### config.mk
export PLATFORM = sky130hd
export DESIGN_NAME = mul_booth_seq
export DESIGN_NICKNAME = d
export VERILOG_FILES = /design/src/rtl/mul_booth_seq.sv
export SDC_FILE = /design/constraint.sdc
export NUM_CORES = 1
export LEC_CHECK = 0
export ABC_AREA = 1
export BUFFER_PORTS_ARGS = -buffer_cell sky130_fd_sc_hd__buf_2
export CELL_PAD_IN_SITES_DETAIL_PLACEMENT = 1
export CELL_PAD_IN_SITES_GLOBAL_PLACEMENT = 1
export CORE_AREA = 3 3 177 136
export DETAILED_ROUTE_END_ITERATION = 12
export DIE_AREA = 0 0 180 139
export PLACE_DENSITY = 0.95
export RECOVER_POWER = 25
export SYNTH_ARGS = -nofsm -noshare
export SYNTH_HDL_FRONTEND = slang
export SYNTH_SLANG_ARGS = --single-unit
### constraint.sdc
create_clock -name clk -period 3.97 [get_ports clk]
set_input_delay 0.397 -clock clk [delete_from_list [all_inputs] [get_ports clk]]
set_output_delay 0.397 -clock clk [all_outputs]
set_load 0.1 [all_outputs]
### src/rtl/mul_booth_seq.sv
// Radix-2 Booth sequential signed multiplier driving an external combinational adder.
// Result appears WIDTH+1 cycles after an accepted Start; Start is ignored while busy.
module mul_booth_seq #(
  parameter int WIDTH = 32
) (
  input  logic                 clk,
  input  logic                 rst_n,
  input  logic                 Start,
  input  logic [WIDTH-1:0]     Multiplicand,
  input  logic [WIDTH-1:0]     Multiplier,
  output logic                 Busy,
  output logic                 Done,
  output logic [2*WIDTH-1:0]   Product,
  output logic [WIDTH-1:0]     AddIn1,
  output logic [WIDTH-1:0]     AddIn2,
  input  logic [WIDTH-1:0]     AddOut,
  input  logic                 AddOverflow,
  input  logic                 AddCarry
);

  localparam int CW = $clog2(WIDTH) + 1;
  localparam logic [WIDTH-1:0] ONE   = {{(WIDTH-1){1'b0}}, 1'b1};
  localparam logic [WIDTH-1:0] MOST_NEG = {1'b1, {(WIDTH-1){1'b0}}};
  localparam logic [CW-1:0]    LAST  = CW'(WIDTH - 1);

  typedef enum logic [1:0] {IDLE, RUN, DONE} state_t;

  state_t               state_q, state_d;
  logic [WIDTH-1:0]     a_q, a_d;
  logic [WIDTH-1:0]     q_q, q_d;
  logic                 qm1_q, qm1_d;
  logic [WIDTH-1:0]     m_q, m_d;
  logic [WIDTH-1:0]     negm_q, negm_d;
  logic [CW-1:0]        cnt_q, cnt_d;
  logic [2*WIDTH-1:0]   product_q, product_d;
  logic                 busy_q, busy_d;
  logic                 done_q, done_d;

  logic [WIDTH-1:0]     addend;
  logic                 sub_sel;
  logic                 neg_wrap;
  logic                 t_bit;
  logic                 unused_carry;

  assign unused_carry = AddCarry;

  always_comb begin
    sub_sel = q_q[0] & ~qm1_q;
    unique case ({q_q[0], qm1_q})
      2'b01:   addend = m_q;
      2'b10:   addend = negm_q;
      default: addend = '0;
    endcase
    // -M for the most negative M wraps to itself; the true addend is +2^(WIDTH-1),
    // so its sign extension is 0 instead of 1 and the true sign flips.
    neg_wrap = sub_sel & (m_q == MOST_NEG);
    t_bit    = AddOut[WIDTH-1] ^ AddOverflow ^ neg_wrap;
  end

  assign AddIn1  = (state_q == RUN) ? a_q : '0;
  assign AddIn2  = (state_q == RUN) ? addend : '0;
  assign Busy    = busy_q;
  assign Done    = done_q;
  assign Product = product_q;

  always_comb begin
    state_d   = state_q;
    a_d       = a_q;
    q_d       = q_q;
    qm1_d     = qm1_q;
    m_d       = m_q;
    negm_d    = negm_q;
    cnt_d     = cnt_q;
    product_d = product_q;
    unique case (state_q)
      RUN: begin
        a_d   = {t_bit, AddOut[WIDTH-1:1]};
        q_d   = {AddOut[0], q_q[WIDTH-1:1]};
        qm1_d = q_q[0];
        cnt_d = cnt_q + 1'b1;
        if (cnt_q == LAST) begin
          state_d   = DONE;
          product_d = {t_bit, AddOut, q_q[WIDTH-1:1]};
        end
      end
      default: begin
        state_d = IDLE;
        if (Start) begin
          a_d     = '0;
          q_d     = Multiplier;
          qm1_d   = 1'b0;
          m_d     = Multiplicand;
          negm_d  = (~Multiplicand) + ONE;
          cnt_d   = '0;
          state_d = RUN;
        end
      end
    endcase
    busy_d = (state_d == RUN);
    done_d = (state_d == DONE);
  end

  always_ff @(posedge clk) begin
    if (!rst_n) begin
      state_q   <= IDLE;
      a_q       <= '0;
      q_q       <= '0;
      qm1_q     <= 1'b0;
      m_q       <= '0;
      negm_q    <= '0;
      cnt_q     <= '0;
      product_q <= '0;
      busy_q    <= 1'b0;
      done_q    <= 1'b0;
    end else begin
      state_q   <= state_d;
      a_q       <= a_d;
      q_q       <= q_d;
      qm1_q     <= qm1_d;
      m_q       <= m_d;
      negm_q    <= negm_d;
      cnt_q     <= cnt_d;
      product_q <= product_d;
      busy_q    <= busy_d;
      done_q    <= done_d;
    end
  end

endmodule
==> results of run 1 <==
## cells by family (layout without fill, tap and decap cells)
logic type / count (synthesis) / count (layout) / share of synthesized area
compound gates: 207 / 207 / 0.137
xor+xnor: 7 / 7 / 0.00686
fa+ha+maj: 4 / 4 / 0.00560
buf+inv: 237 / 443 / 0.107
flops: 202 / 202 / 0.452
simple gates: 652 / 652 / 0.291
## registers in the layout (all words and copies together), names as in the netlist
name	count
Product	64
a_q	32
m_q	32
q_q	32
negm_q	31
cnt_q	6
state_q	2
Busy	1
Done	1
qm1_q	1
## layout make-up
cell class	instances	area [µm²]
fillers	2995	11200
flip-flops and latches	202	4040
multi-input cells	870	3930
repair buffers	239	1640
clock buffers	30	651
inverters	164	616
well taps	300	375
clock inverters	10	136
## worst paths after layout
path | startpoint | to
worst max register to register | state_q[0] | q_q[26]
worst min register to register | Product[50] | Product[50]
worst max-delay path | state_q[0] | AddIn2[23]
worst min-delay path | AddOut[11] | Product[42]
## critical path, stage by stage (launching register included)
cell and delay (ps):
dfxtp_1 310, inv_1 40, nor2_1 140, inv_2 240
or2_1 410, buf_4 290, a21oi_1 430, buf_12 240
## synth_stat cells
cell type,count,share of area
xnor2_1,1,0.00098
nand3_1,40,0.022
a21oi_1,93,0.052
nand4_1,8,0.0056
a211oi_1,9,0.0076
xor2_1,6,0.0059
o221ai_1,26,0.025
a21boi_0,1,0.00084
or2_1,1,0.00070
nand3_2,3,0.0034
nand2_1,439,0.18
inv_2,4,0.0017
nor3_1,15,0.0084
o22ai_1,1,0.00070
nand2_2,1,0.00070
buf_1,10,0.0042
and2_1,2,0.0014
dfxtp_1,202,0.45
buf_6,5,0.0063
clkbuf_1,33,0.014
o21ai_1,7,0.0039
o211ai_1,10,0.0084
o21ai_2,3,0.0029
buf_2,25,0.014
nor2_1,137,0.058
a31oi_1,1,0.00070
nor2_4,5,0.0063
a22o_1,3,0.0029
ha_1,4,0.0056
o21ai_0,50,0.028
nand3b_1,1,0.00084
o211a_1,2,0.0022
inv_1,160,0.067
a22oi_1,1,0.00084
## report_power, final
group	internal, mW	switching [mW]
logic	0.149	0.383
clock network	1.34	0.854
registers	2.11	0.0442
## metrics by stage
step,std cells,power [mW],area [µm²],hold WS [ps]
floorplan,1309,2.53,8940,436
CTS,1815,4.93,11500,77.1
detailed placement,1775,2.72,10700,430
global placement,1775,2.70,10700,425
global route,1815,5.09,11400,99.6
finish,1815,4.88,11400,102
## routing by layer
layer | GRT usage | wire length (µm) | vias to the layer above | part of all wire
li1 | - | - | 4476 | -
met1 | 0.324 | 13900 | 4582 | 0.44
met2 | 0.414 | 15000 | 324 | 0.47
met3 | 0.0422 | 2050 | 62 | 0.065
met4 | 0.0724 | 838 | 0 | 0.026
met5 | 0 | 0 | - | 0
==> impl_metrics.csv, run 1 <==
group,metric,value,unit
clocking,ctsHoldBuffers,0,
sta,slew_viol_final,40,
logic_synthesis,ys_seq_elements,202,
drt,via_count,9444,
worst_setup_path,reg2reg_setup_slack,1220,ps
global_routing,grt_pass1_vias,9755,
placed_design,dp_hpwl,21700,µm
drt,detail-route-antenna-nets,0,
sta,fin_ws,947,ps
status,violations,"max-capacitance violations, max-slew violations",
worst_setup_path,crit_fanout,26,
clocking,cts_tree,"done",
clocking,cts_made_buffers,22,
floorplanning,design.core.area,22600,µm²
worst_setup_path,critPathKind,"register to output port",
layout,final_nets,1604,
placed_design,pre_cts_slack,1480,ps
clocking,clk_pin_slew_worst_paths,60,ps
floorplanning,fp.dieW,180,µm
sta,setup_viol,0,
sta,hold_violations,0,
logic_synthesis,syn_nets,1414,
hold_path,holdPathStages,3,
drt,drt-wirelength-per-cell,17.5,µm
floorplanning,die_h,139,µm
layout,area.growth.synth_to_final,27.5,%
sta,skew,13.8,ps
clocking,clk-insertion-delay-late,510,ps
global_routing,grt-ovfl-total,0,
sta,period_share,0.761,
layout,drive_gt1_frac,0.158,
pwr,power_density,429,nW/µm²
global_routing,grt_max_degree,72,
worst_setup_path,start_kind,"register",
worst_setup_path,worstSetupEndpointType,"output port",
pwr,peakVddDrop,0.000268,V
logic_synthesis,netlist-cell-type-count,34,
logic_synthesis,yosys_warnings,0,
sta,max_freq,331,MHz
logic_synthesis,netlist_instances,1309,
clocking,ctsResizeCount,0,
status,run_status,"complete, but fails checks",
logic_synthesis,synth_area_per_cell,6.83,µm²
placed_design,gp_congestion,0.832,
global_routing,antenna_found_initial,0,
drt,viasPerCell,5.20,
logic_synthesis,synth_area,8940,µm²
sta,slew_headroom,-0.222,
hold_path,hold_path.class,"input pin to register",
clocking,ctsRootBufferMaster,"clkbuf_16",
layout,final_cell_mix,"439 x nand2_1, 202 x dfxtp_1, 159 x inv_1, 142 x buf_2, 138 x nor2_1",
worst_setup_path,reg2regPathDepth,9,
layout,n_antenna_cell,0,
sta,setup_tns,0,ps
drt,drt_iter0_markers,608,
layout,final_common_cell,"nand2_1",
floorplanning,dieArea,25000,µm²
clocking,htree_levels,1,
floorplanning,start_util,0.395,
logic_synthesis,synth_seq_area_share,0.452,
floorplanning,boundaryPins,231,
job,cap_violations,1,
clocking,cts_sinks,202,
global_routing,grtUsageTotal,0.245,
global_routing,grt_pass1_wl,51000,µm
clocking,cts_max_path_buffers,3,
drt,wl,31700,µm
sta,rsz0062_at_grt,"no",
drt,drt_pass1_iterations,5,
clocking,cts_setup_buffers,0,
pwr,leakagePower,5.08,nW
sta,worst_pin_slew,1830,ps
layout,final_core_util,0.503,
placed_design,io_buffers,229,
sta,fin_crit,3020,ps
floorplanning,num_rows,48,
worst_setup_path,cp.required,3570,ps
worst_setup_path,critPathArrivalTime,2630,ps
drt,drc_errors,0,
Note: power is estimated with default switching activity, not from simulation.
==> inputs of run 2 (changes only) <==
--- a/config.mk
+++ b/config.mk
@@ -9,10 +9,10 @@
 export BUFFER_PORTS_ARGS = -buffer_cell sky130_fd_sc_hd__buf_2
 export CELL_PAD_IN_SITES_DETAIL_PLACEMENT = 1
 export CELL_PAD_IN_SITES_GLOBAL_PLACEMENT = 1
-export CORE_AREA = 3 3 177 136
+export CORE_AREA = 3 3 184 141
 export DETAILED_ROUTE_END_ITERATION = 12
-export DIE_AREA = 0 0 180 139
-export PLACE_DENSITY = 0.95
+export DIE_AREA = 0 0 187 144
+export PLACE_DENSITY = 0.89
 export RECOVER_POWER = 25
 export SYNTH_ARGS = -nofsm -noshare
 export SYNTH_HDL_FRONTEND = slang
==> constraint.sdc (replaced) <==
create_clock -name clk -period 3 [get_ports clk]
set_input_delay 0.3 -clock clk [delete_from_list [all_inputs] [get_ports clk]]
set_output_delay 0.3 -clock clk [all_outputs]
set_load 0.1 [all_outputs]
==> run 2 against run 1 <==
  * Largest power group unchanged
  * The run now ends clean
  * Global-route usage is 1.7 points lower
  * Via count is 1.8% lower
  * Highest routed layer unchanged
  * Setup slack worse by 800 ps
  * Hold slack worse by 88 ps
  * Critical path depth is 2 lower
==> impl_metrics.csv, run 2 (same netlist as run 1, synthesis figures left out) <==
group,metric,value,unit
global_routing,grtUsageTotal,0.229,
layout,largest_register_ff_count,64,
clocking,cts_setup_buffers,0,
drt,viasPerCell,5.01,
drt,drc_errors,0,
placed_design,dp_hpwl,22000,µm
drt,wl_met3,2340,µm
drt,wl,32100,µm
sta,period_share,0.952,
floorplanning,die_h,144,µm
clocking,ctsRootBufferMaster,"clkbuf_16",
floorplanning,start_util,0.371,
worst_setup_path,worstSetupEndpointType,"output port",
global_routing,grt-ovfl-total,0,
sta,max_freq,350,MHz
pwr,power_density,545,nW/µm²
layout,final_nets,1607,
worst_setup_path,cp.required,2700,ps
clocking,cts_made_buffers,22,
clocking,cts_sinks,202,
clocking,clk-insertion-delay-late,500,ps
global_routing,grt_pass1_wl,50500,µm
clocking,clk_pin_slew_worst_paths,60,ps
sta,hold_violations,0,
floorplanning,dieArea,26900,µm²
drt,drt-wirelength-per-cell,17.3,µm
layout,final_common_cell,"nand2_1",
placed_design,gp_congestion,0.856,
layout,n_fill_cell,3118,
sta,slew_headroom,0.158,
drt,highest_layer,"met4",
sta,setup_tns,0,ps
sta,setup_viol,0,
drt,drt_iter0_markers,506,
worst_setup_path,critPathArrivalTime,2560,ps
clocking,htree_levels,1,
placed_design,dpl-instance-area,11200,µm²
layout,final_cell_mix,"439 x nand2_1, 202 x dfxtp_1, 159 x inv_1, 137 x nor2_1, 99 x buf_2",
drt,met1Wirelength,14100,µm
global_routing,grt_pass1_vias,9773,
drt,via_count,9271,
layout,n_antenna_cell,0,
placed_design,io_buffers,229,
global_routing,grt_max_degree,96,
floorplanning,design.core.area,24100,µm²
layout,drive_gt1_frac,0.150,
pwr,leakagePower,5.12,nW
pwr,peakVddDrop,0.000349,V
layout,final_area,11900,µm²
hold_path,hold_path.class,"input pin to register",
drt,drt_pass1_iterations,5,
worst_setup_path,critPathKind,"register to output port",
clocking,cts_max_path_buffers,3,
floorplanning,num_rows,49,
sta,fin_crit,2860,ps
job,cap_violations,0,
sta,worst_pin_slew,1270,ps
worst_setup_path,start_kind,"register",
sta,slew_viol_final,0,
drt,met2_length,15000,µm
layout,area.growth.synth_to_final,33.2,%
floorplanning,fp.dieW,187,µm
floorplanning,boundaryPins,231,
worst_setup_path,crit_fanout,22,
status,run_status,"completed",
sta,skew,15.9,ps
sta,rsz0062_at_grt,"no",
drt,detail-route-antenna-nets,0,
clocking,cts_tree,"done",
global_routing,antenna_found_initial,0,
## run 2: cell types whose count changed in the layout (fill, tap and decap cells not counted), sizes merged
cell         previous run  this run
clkbuf                 86       104
buf                   183       173
clkinv                  7         2
bufinv                  3         2
dlygate4sd3             0         1
## run 2: repair_timing
| item | 4_1_cts | 5_1_grt |
|---|---|---|
| setup endpoints to repair | 12 | 0 |
| hold buffers | 1 | 0 |
| endpoints found under the hold margin | 1 | 0 |
| gates resized for setup | 1 | 0 |
## run 2: worst paths after layout
| kind | depth (start not counted) | end | from | slack, ps |
|---|---|---|---|---|
| hold reg to reg | 2 | Product[57] | Product[57] | 450 |
| setup / recovery | 5 | AddIn2[23] | q_q[0] | 140 |
| setup reg to reg | 7 | Product[5] | state_q[0] | 530 |
| hold / removal | 3 | Product[59] | AddOut[28] | 10 |
## run 2: layout make-up
cell class              count  area [µm²]  share of cell area
clock buffers              36         714              0.0600
inverters                 164         616              0.0517
multi-input cells         870        3930               0.330
repair buffers            242        2120               0.178
clock inverters             4        70.1             0.00588
well taps                 331         414              0.0348
flip-flops and latches    202        4040               0.339
## run 2: layer usage
layer / vias up / global-route usage
met3: 43 / 0.0502
met5: - / 0
li1: 4489 / -
met1: 4437 / 0.296
met4: 0 / 0.0549
met2: 302 / 0.394
## run 2: report_power, final
group / internal, mW / switching, mW / leakage (nW) / total, mW
Clock: 1.79 / 1.12 / 0.389 / 2.91
Combinational: 0.226 / 0.511 / 3.09 / 0.737
Sequential: 2.79 / 0.0595 / 1.65 / 2.85
## run 2: through the flow
step | util | setup slack (ps) | cells | total power, mW | hold slack [ps]
final | 0.494 | 144 | 1849 | 6.50 | 13.9
after global routing | 0.494 | 60.0 | 1849 | 6.74 | 10.8
after CTS | 0.499 | 148 | 1849 | 6.56 | 0.561
after detailed placement | 0.466 | 504 | 1808 | 3.64 | 432
after global placement | 0.466 | 601 | 1808 | 3.60 | 424
after floorplan | - | 87.1 | 1309 | 3.35 | 410
## run 2: worst max-delay path, cell delays in order (launching register included)
cell	delay (ps)
dfxtp_1	370
inv_1	80
ha_1	280
or2_2	540
a21oi_1	530
buf_12	250
